<file path="config.mk">
export PLATFORM = sky130hd
export DESIGN_NAME = pu_riscv_ex_result_reg_flat
export DESIGN_NICKNAME = d
export VERILOG_FILES = /design/src/rtl/pu_riscv_ex_result_reg_if.sv /design/src/rtl/pu_riscv_ex_result_reg.sv /design/src/flat_wrapper.sv
export SDC_FILE = /design/constraint.sdc
export NUM_CORES = 1
export LEC_CHECK = 0
export BUFFER_PORTS_ARGS = -buffer_cell sky130_fd_sc_hd__buf_2
export CORE_MARGIN = 5
export CORE_UTILIZATION = 27
export DETAILED_ROUTE_END_ITERATION = 7
export SLEW_MARGIN = 30
export SYNTH_ARGS = -nofsm -noshare
export SYNTH_HDL_FRONTEND = slang
export SYNTH_SLANG_ARGS = --single-unit
export TNS_END_PERCENT = 20
</file>
<file path="constraint.sdc">
create_clock -name clk -period 3.3 [get_ports clk]
set_input_delay 0 -clock clk [delete_from_list [all_inputs] [get_ports clk]]
set_output_delay 0 -clock clk [all_outputs]
set_load 0.01 [all_outputs]
</file>
<file path="src/rtl/pu_riscv_ex_result_reg_if.sv">
// pu_riscv_ex_result_reg_if: EX-stage result/handshake bundle between the EX/MEM register and its neighbours
interface pu_riscv_ex_result_reg_if #(
    parameter int XLEN = 64,
    parameter int ILEN = 32
);
    logic            ex_flush;
    logic            mem_stall;
    logic            id_bubble;
    logic [ILEN-1:0] id_instr;
    logic [1:0]      id_unit;
    logic            id_word;
    logic [XLEN-1:0] alu_r;
    logic            mul_bubble;
    logic            mul_stall;
    logic [XLEN-1:0] mul_r;
    logic            div_bubble;
    logic            div_stall;
    logic [XLEN-1:0] div_r;
    logic            ex_stall;
    logic            ex_bubble;
    logic [ILEN-1:0] ex_instr;
    logic [XLEN-1:0] ex_r;

    modport master (
        input  ex_flush, mem_stall, id_bubble, id_instr, id_unit, id_word, alu_r,
        input  mul_bubble, mul_stall, mul_r, div_bubble, div_stall, div_r,
        output ex_stall, ex_bubble, ex_instr, ex_r
    );

    modport slave (
        output ex_flush, mem_stall, id_bubble, id_instr, id_unit, id_word, alu_r,
        output mul_bubble, mul_stall, mul_r, div_bubble, div_stall, div_r,
        input  ex_stall, ex_bubble, ex_instr, ex_r
    );
endinterface

</file>
<file path="src/rtl/pu_riscv_ex_result_reg.sv">
// pu_riscv_ex_result_reg: EX result select (ALU/MUL/DIV), multi-cycle wait sequencing and EX/MEM register
module pu_riscv_ex_result_reg #(
    parameter int              XLEN      = 64,
    parameter int              ILEN      = 32,
    parameter logic [ILEN-1:0] INSTR_NOP = 32'h0000_0013
) (
    input logic                    clk,
    input logic                    rstn,
    pu_riscv_ex_result_reg_if.master bus
);
    typedef enum logic [1:0] {IDLE, WAIT_MUL, WAIT_DIV, DRAIN} state_t;

    state_t          state, state_nxt;
    logic [XLEN-1:0] r_q, r_nxt;
    logic [ILEN-1:0] instr_q, instr_nxt, pend_q, pend_nxt;
    logic            bubble_q, bubble_nxt, word_q, word_nxt;
    logic            mul_done, div_done, flush_drain;

    function automatic logic [XLEN-1:0] ext(input logic [XLEN-1:0] r, input logic w);
        return (XLEN == 64 && w) ? XLEN'($signed(r[31:0])) : r;
    endfunction

    assign mul_done    = !bus.mul_bubble && !bus.mul_stall && !bus.mem_stall;
    assign div_done    = !bus.div_bubble && !bus.div_stall && !bus.mem_stall;
    assign flush_drain = state == WAIT_MUL ? bus.mul_stall :
                         state == WAIT_DIV ? bus.div_stall : bus.mul_stall || bus.div_stall;

    assign bus.ex_stall  = bus.mem_stall || state != IDLE;
    assign bus.ex_bubble = bubble_q;
    assign bus.ex_instr  = instr_q;
    assign bus.ex_r      = r_q;

    // Next state and next register contents; flush overrides everything but reset
    always_comb begin
        state_nxt  = state;
        r_nxt      = r_q;
        instr_nxt  = instr_q;
        bubble_nxt = bubble_q;
        pend_nxt   = pend_q;
        word_nxt   = word_q;
        if (bus.ex_flush) begin
            bubble_nxt = 1'b1;
            instr_nxt  = INSTR_NOP;
            pend_nxt   = INSTR_NOP;
            word_nxt   = 1'b0;
            state_nxt  = flush_drain ? DRAIN : IDLE;
        end else begin
            case (state)
                IDLE: if (!bus.mem_stall) begin
                    if (bus.id_bubble) begin
                        bubble_nxt = 1'b1;
                        instr_nxt  = INSTR_NOP;
                    end else if (bus.id_unit == 2'b01 || bus.id_unit == 2'b10) begin
                        pend_nxt   = bus.id_instr;
                        word_nxt   = bus.id_word;
                        bubble_nxt = 1'b1;
                        state_nxt  = bus.id_unit == 2'b01 ? WAIT_MUL : WAIT_DIV;
                    end else begin
                        r_nxt      = bus.id_unit == 2'b00 ? ext(bus.alu_r, bus.id_word) : '0;
                        instr_nxt  = bus.id_instr;
                        bubble_nxt = 1'b0;
                    end
                end
                WAIT_MUL: if (mul_done) begin
                    r_nxt      = ext(bus.mul_r, word_q);
                    instr_nxt  = pend_q;
                    bubble_nxt = 1'b0;
                    state_nxt  = IDLE;
                end
                WAIT_DIV: if (div_done) begin
                    r_nxt      = ext(bus.div_r, word_q);
                    instr_nxt  = pend_q;
                    bubble_nxt = 1'b0;
                    state_nxt  = IDLE;
                end
                DRAIN: if (!bus.mul_stall && !bus.div_stall) state_nxt = IDLE;
                default: state_nxt = IDLE;
            endcase
        end
    end

    // State and EX/MEM register with synchronous active-low reset
    always_ff @(posedge clk) begin
        if (!rstn) begin
            state    <= IDLE;
            r_q      <= '0;
            instr_q  <= INSTR_NOP;
            bubble_q <= 1'b1;
            pend_q   <= '0;
            word_q   <= 1'b0;
        end else begin
            state    <= state_nxt;
            r_q      <= r_nxt;
            instr_q  <= instr_nxt;
            bubble_q <= bubble_nxt;
            pend_q   <= pend_nxt;
            word_q   <= word_nxt;
        end
    end
endmodule

</file>
<file path="src/flat_wrapper.sv">
// flat-port wrapper written by rule: the top's interface ports become plain ports
module pu_riscv_ex_result_reg_flat 
#(
    parameter int              XLEN      = 64,
    parameter int              ILEN      = 32,
    parameter logic [ILEN-1:0] INSTR_NOP = 32'h0000_0013
)
  (clk, rstn, bus_ex_flush, bus_mem_stall, bus_id_bubble, bus_id_instr, bus_id_unit, bus_id_word, bus_alu_r, bus_mul_bubble, bus_mul_stall, bus_mul_r, bus_div_bubble, bus_div_stall, bus_div_r, bus_ex_stall, bus_ex_bubble, bus_ex_instr, bus_ex_r);
  pu_riscv_ex_result_reg_if #(.XLEN(XLEN), .ILEN(ILEN)) bus_i ();
  input logic clk;
  input logic rstn;
  input wire logic [$bits(bus_i.ex_flush)-1:0] bus_ex_flush;
  input wire logic [$bits(bus_i.mem_stall)-1:0] bus_mem_stall;
  input wire logic [$bits(bus_i.id_bubble)-1:0] bus_id_bubble;
  input wire logic [$bits(bus_i.id_instr)-1:0] bus_id_instr;
  input wire logic [$bits(bus_i.id_unit)-1:0] bus_id_unit;
  input wire logic [$bits(bus_i.id_word)-1:0] bus_id_word;
  input wire logic [$bits(bus_i.alu_r)-1:0] bus_alu_r;
  input wire logic [$bits(bus_i.mul_bubble)-1:0] bus_mul_bubble;
  input wire logic [$bits(bus_i.mul_stall)-1:0] bus_mul_stall;
  input wire logic [$bits(bus_i.mul_r)-1:0] bus_mul_r;
  input wire logic [$bits(bus_i.div_bubble)-1:0] bus_div_bubble;
  input wire logic [$bits(bus_i.div_stall)-1:0] bus_div_stall;
  input wire logic [$bits(bus_i.div_r)-1:0] bus_div_r;
  output wire logic [$bits(bus_i.ex_stall)-1:0] bus_ex_stall;
  output wire logic [$bits(bus_i.ex_bubble)-1:0] bus_ex_bubble;
  output wire logic [$bits(bus_i.ex_instr)-1:0] bus_ex_instr;
  output wire logic [$bits(bus_i.ex_r)-1:0] bus_ex_r;
  assign bus_i.ex_flush = bus_ex_flush;
  assign bus_i.mem_stall = bus_mem_stall;
  assign bus_i.id_bubble = bus_id_bubble;
  assign bus_i.id_instr = bus_id_instr;
  assign bus_i.id_unit = bus_id_unit;
  assign bus_i.id_word = bus_id_word;
  assign bus_i.alu_r = bus_alu_r;
  assign bus_i.mul_bubble = bus_mul_bubble;
  assign bus_i.mul_stall = bus_mul_stall;
  assign bus_i.mul_r = bus_mul_r;
  assign bus_i.div_bubble = bus_div_bubble;
  assign bus_i.div_stall = bus_div_stall;
  assign bus_i.div_r = bus_div_r;
  assign bus_ex_stall = bus_i.ex_stall;
  assign bus_ex_bubble = bus_i.ex_bubble;
  assign bus_ex_instr = bus_i.ex_instr;
  assign bus_ex_r = bus_i.ex_r;
  pu_riscv_ex_result_reg #(.XLEN(XLEN), .ILEN(ILEN), .INSTR_NOP(INSTR_NOP)) u_core (.clk(clk), .rstn(rstn), .bus(bus_i));
endmodule
</file>
# Yosys cells after proc, flatten, opt, wreduce, memory -nomap -nowiden

Index checks and enable logic that the tools add are counted.

Word-level logic and storage cells: 95
Bits in registers: 132
Input port bits: 236
Output and inout port bits: 98

Reduce and logical (&&, ||, !) cells: 26
Bitwise logic cells: 4
Equality and inequality tests: 19
Multiplexer cells: 39

Operator list:

| operator             | number |
|---|---|
| $mux W64             | 9 |
| $pmux W64 S3         | 1 |
| $mux W32             | 5 |
| $pmux W32 S3         | 1 |
| $mux W5              | 5 |
| $mux W2              | 9 |
| $ne A3 B2 Y1 const B | 4 |
| $reduce_and A4 Y1    | 3 |
| $ne A2 B2 Y1 const B | 5 |
| $ne A3 B3 Y1 const B | 3 |
| $pmux W2 S4          | 1 |
| $mux W1              | 7 |
| $reduce_and A7 Y1    | 1 |
| $eq A2 B2 Y1 const B | 3 |
| $reduce_and A6 Y1    | 1 |
| $reduce_bool A2 Y1   | 3 |
| $logic_and A1 B1 Y1  | 5 |
| $logic_not A1 Y1     | 5 |
| $reduce_and A5 Y1    | 1 |
| $eq A2 B1 Y1 const B | 2 |
| $logic_not A2 Y1     | 2 |
| $ne A2 B1 Y1 const B | 2 |
| $not A1 Y1           | 4 |
| $logic_or A1 B1 Y1   | 3 |
| 3 further kinds      | 3 |

# Logic depth before layout (Yosys ltp)

Word-level depth: 7
Mapped depth: 9
Mapped depth without buffers: 6

# Worst setup path after synthesis

OpenSTA, ideal clock, no wires.

Path kind: reg2reg
Start point: register u_core.state[0]
End point: register u_core.instr_q[0] (netlist: u_core.bus.ex_instr[0])
Period minus slack after synthesis: 1936 ps
Stages on the path, launching flop included: 9
Data required time: 3171 ps
Slack: 1364 ps
Data arrival time: 1807 ps
Path buffers: 3
Setup time: 129 ps
Cell sequence: dfxtp_1 inv_1 ha_1 clkbuf_1 clkbuf_1 clkbuf_1 o21ai_0 nand3_1 nand3_1

Longest elaborated chain between the ends: 3

RTL lines:

| what                                                        | line                         | text |
|---|---|---|
| from (decl)                                                 | pu_riscv_ex_result_reg.sv:13 | `state_t state, state_nxt;` |
| from (signal assigned)                                      | pu_riscv_ex_result_reg.sv:92 | `state <= state_nxt;` |
| $eq A2 B1 Y1, or another cell as far along                  | pu_riscv_ex_result_reg.sv:48 | `case (state)` |
| $ne A2 B1 Y1 (no source line), or another cell as far along | --                           |  |
| $reduce_and A5 Y1 (no source line)                          | --                           |  |
| to (signal assigned)                                        | pu_riscv_ex_result_reg.sv:94 | `instr_q <= instr_nxt;` |
| to (decl)                                                   | pu_riscv_ex_result_reg.sv:15 | `logic [ILEN-1:0] instr_q, instr_nxt, pend_q, pend_nxt;` |

Parallel ways exist; a longest one is shown, timed or not.
A chain may end at the register's enable or synchronous reset.

# Worst setup path in the final report

Start point: register u_core.state[1]
End point: register u_core.r_q[54] (netlist: u_core.bus.ex_r[54])

Longest elaborated chain between the ends: 3

RTL lines:

| what                                                        | line                         | text |
|---|---|---|
| $eq A2 B1 Y1, or another cell as far along                  | pu_riscv_ex_result_reg.sv:48 |  |
| $ne A2 B1 Y1 (no source line), or another cell as far along | --                           |  |
| $reduce_and A7 Y1 (no source line)                          | --                           |  |
| to (signal assigned)                                        | pu_riscv_ex_result_reg.sv:93 | `r_q <= r_nxt;` |
| to (decl)                                                   | pu_riscv_ex_result_reg.sv:14 | `logic [XLEN-1:0] r_q, r_nxt;` |

Parallel ways exist; a longest one is shown, timed or not.

==> out/results.ini <==
[critical_path]
reg2reg_slack_ns = 0.86
crit_fanout = 128
crit_required_ns = 3.64
arrival_ns = 2.78
crit_buf_inv = 3
critPathKind = reg2reg
endpoint_kind = flop
cp_top_family = buffers and inverters
path_cells = inv_1, ha_1, buf_4, o31a_1, nor4b_4, buf_12, nor2_1, a211oi_2
crit_slowest_cell = buf_12
max_stage_delay_ns = 0.50
start_kind = flop

[power]
power_mw = 5.30
clkPwrFrac = 0.361
power.switching_mw = 1.79
power.leakage_nw = 4.39
p_seq_frac = 0.344
power.internal_mw = 3.51
irDropWorstVdd_mv = 0.256
pwr_density_cell_nw_per_um2 = 502
swShare = 0.337
p_comb_frac = 0.295

[placement]
placed_cell_area_um2 = 9320
port_buffers = 333
place.gp.congestion = 0.881
dp_hpwl_mm = 19.5

[floorplan]
die_x_um = 176
start_util = 0.276
dieArea_um2 = 31000
io_pins = 334
core_um2 = 27000
die_y_um = 176
placement_rows = 60

[timing]
whs_ns = 0.0179
rsz0062_at_grt = no
drv_slew = 0
finClkSkew_ns = 0.00979
period_minus_slack_ns = 2.44
hold_violations = 0
worst_slew_pin_slew_ns = 0.775
fmax_ghz = 0.410
finalSetupTns_ns = 0
min_period_over_period = 0.740
relSlewSlack = 0.484
setup_viol = 0

[logic_synthesis]
synth_seq_cells = 132
ys_types = 36
netlist_area_um2 = 7450
syn_area_per_cell_um2 = 7.97
synth-edff-count = 0
ys_seq_area_frac = 0.355
syn_inst = 935
synthArstFlopShare = 0
synthFlopType = dfxtp_1
syn_nets = 1178
ys_warn_count = 0

[clocking]
cts-root-buf = clkbuf_16
clkLatencyLatePin_ns = 0.42
cts_hold_buffers = 64
numCtsBuffers = 17
post_cts_resized = 0
clock-sinks = 132
cts_tree = built
cts_max_level = 4
path_clk_slew_ns = 0.06
clk_path_buf_depth = 2
cts_setup_buffers = 0

[finish]
fin_nets = 1516
syn2layout_area_growth_pct = 41.6
fin_area_um2 = 10600
drive_gt1_frac = 0.350
n_antenna_cell = 0
final_util = 0.390

[outcome]
status = complete, no violations

[grt]
antenna_found_initial = 0
grt_overflow = 0
grt_max_degree = 129
grt_pass1_vias = 7967
grt_pass1_wl_mm = 42.5
grt_usage = 0.168

[routing]
vias = 8203
wl_mm = 27.6
drt_iter0_markers = 462
drtAntennaViolNets = 0
first_pass_iters = 4
wl_per_cell_um = 17.0
via_per_inst = 5.04
drc_errors = 0

[min_path]
hp-class = in2reg

[run]
max_cap_viol_count = 0

sequential cells by signal (all words and copies together), names as in the netlist:
register              count
u_core.bus.ex_r          64
u_core.bus.ex_instr      32
u_core.pend_q            32
u_core.state              2
u_core.bus.ex_bubble      1
u_core.word_q             1
path summary, 6_finish.rpt:
| kind | startpoint | to | cells after the start |
|---|---|---|---|
| worst max-delay path | u_core.state[1] | u_core.bus.ex_r[54] | 8 |
| worst min-delay path | bus_alu_r[27] | u_core.bus.ex_r[27] | 3 |
| worst max register to register | u_core.state[1] | u_core.bus.ex_r[54] | 8 |
| worst min register to register | u_core.pend_q[21] | u_core.pend_q[21] | 2 |
cells in the final DEF (no fill, tap or decap), drive strengths merged:
cell type,n
buf,354
a21oi,185
dfxtp,132
nand2b,99
a211oi,93
nand2,76
nor2,72
dlygate4sd3,64
nor3,34
a22o,32
a22oi,32
nor3b,29
clkbuf,17
inv,14
nand3,8
o21ai,8
ha,7
clkinv,5
o31a,3
a31oi,3
o21a,2
or3,2
o221ai,2
bufinv,2
clkinvlp,2
nor2b,2
nor4b,1
and3,1
a21boi,1
a221o,1
o211ai,1
nand4,1
o211a,1
layout make-up:
cell class | count | area (um^2)
multi-input combinational | 696 | 4370
inverter | 8 | 31.3
clock buffer | 17 | 425
timing repair buffer | 418 | 2490
tap | 341 | 427
fill | 2753 | 16500
clock inverter | 15 | 166
sequential | 132 | 2640
worst reg2reg max path, cell delays in order, from the launching register on:
cell	delay, ns
dfxtp_1	0.37
inv_1	0.11
ha_1	0.21
buf_4	0.17
o31a_1	0.19
nor4b_4	0.35
buf_12	0.50
nor2_1	0.23
a211oi_2	0.21
power by group through the flow:
stage / registers, mW / clock network [mW] / logic [mW]
global route: 1.84 / 2.05 / 1.71
detailed placement: 1.86 / 0 / 1.50
floorplan: 1.92 / 0 / 0.914
CTS: 1.82 / 1.98 / 1.56
finish: 1.82 / 1.91 / 1.56
global placement: 1.86 / 0 / 1.48
layer usage:
| layer | wire length [um] | track usage | vias up | part of all wire |
|---|---|---|---|---|
| met5 | 0 | 0 | - | 0 |
| met4 | 747 | 0.0572 | 0 | 0.027 |
| met3 | 2660 | 0.0548 | 43 | 0.096 |
| met2 | 12300 | 0.265 | 346 | 0.44 |
| met1 | 12000 | 0.216 | 3787 | 0.43 |
| li1 | - | - | 4027 | - |
logic make-up after synthesis:
logic type	after synthesis	synth area share
AO/OA/AOI/OAI	364	0.346
adder cells (fa/ha/maj)	7	0.0118
AND/OR/NAND/NOR	325	0.223
flip-flops	132	0.355
buffers and inverters	107	0.0647
cells in the mapped netlist (2+ instances only):
| cell | count | share of area |
|---|---|---|
| clkbuf_1 | 70 | 0.035 |
| buf_6 | 7 | 0.011 |
| buf_4 | 4 | 0.0040 |
| ha_1 | 7 | 0.012 |
| o31a_1 | 3 | 0.0035 |
| buf_2 | 10 | 0.0067 |
| o221ai_1 | 2 | 0.0024 |
| a31oi_1 | 3 | 0.0025 |
| a211oi_1 | 37 | 0.037 |
| nor3b_1 | 29 | 0.029 |
| nand2_1 | 76 | 0.038 |
| buf_1 | 8 | 0.0040 |
| a21oi_1 | 185 | 0.12 |
| nand3_1 | 8 | 0.0054 |
| a22oi_1 | 32 | 0.032 |
| a211oi_2 | 56 | 0.094 |
| nand2b_1 | 99 | 0.083 |
| o21a_1 | 2 | 0.0020 |
| dfxtp_1 | 132 | 0.35 |
| nor3_1 | 33 | 0.022 |
| inv_1 | 7 | 0.0035 |
| nor2b_1 | 2 | 0.0017 |
| o21ai_0 | 7 | 0.0047 |
| or3_1 | 2 | 0.0017 |
| nor2_1 | 72 | 0.036 |
| a22o_1 | 32 | 0.038 |
stage by stage:
step | worst slack, ns | std cells
after floorplan | 1.36 | 935
after CTS | 0.883 | 1627
after detailed placement | 0.889 | 1531
after global placement | 0.968 | 1531
after global routing | 0.586 | 1627
final | 0.859 | 1627
Power figures use the tool's default switching activity.
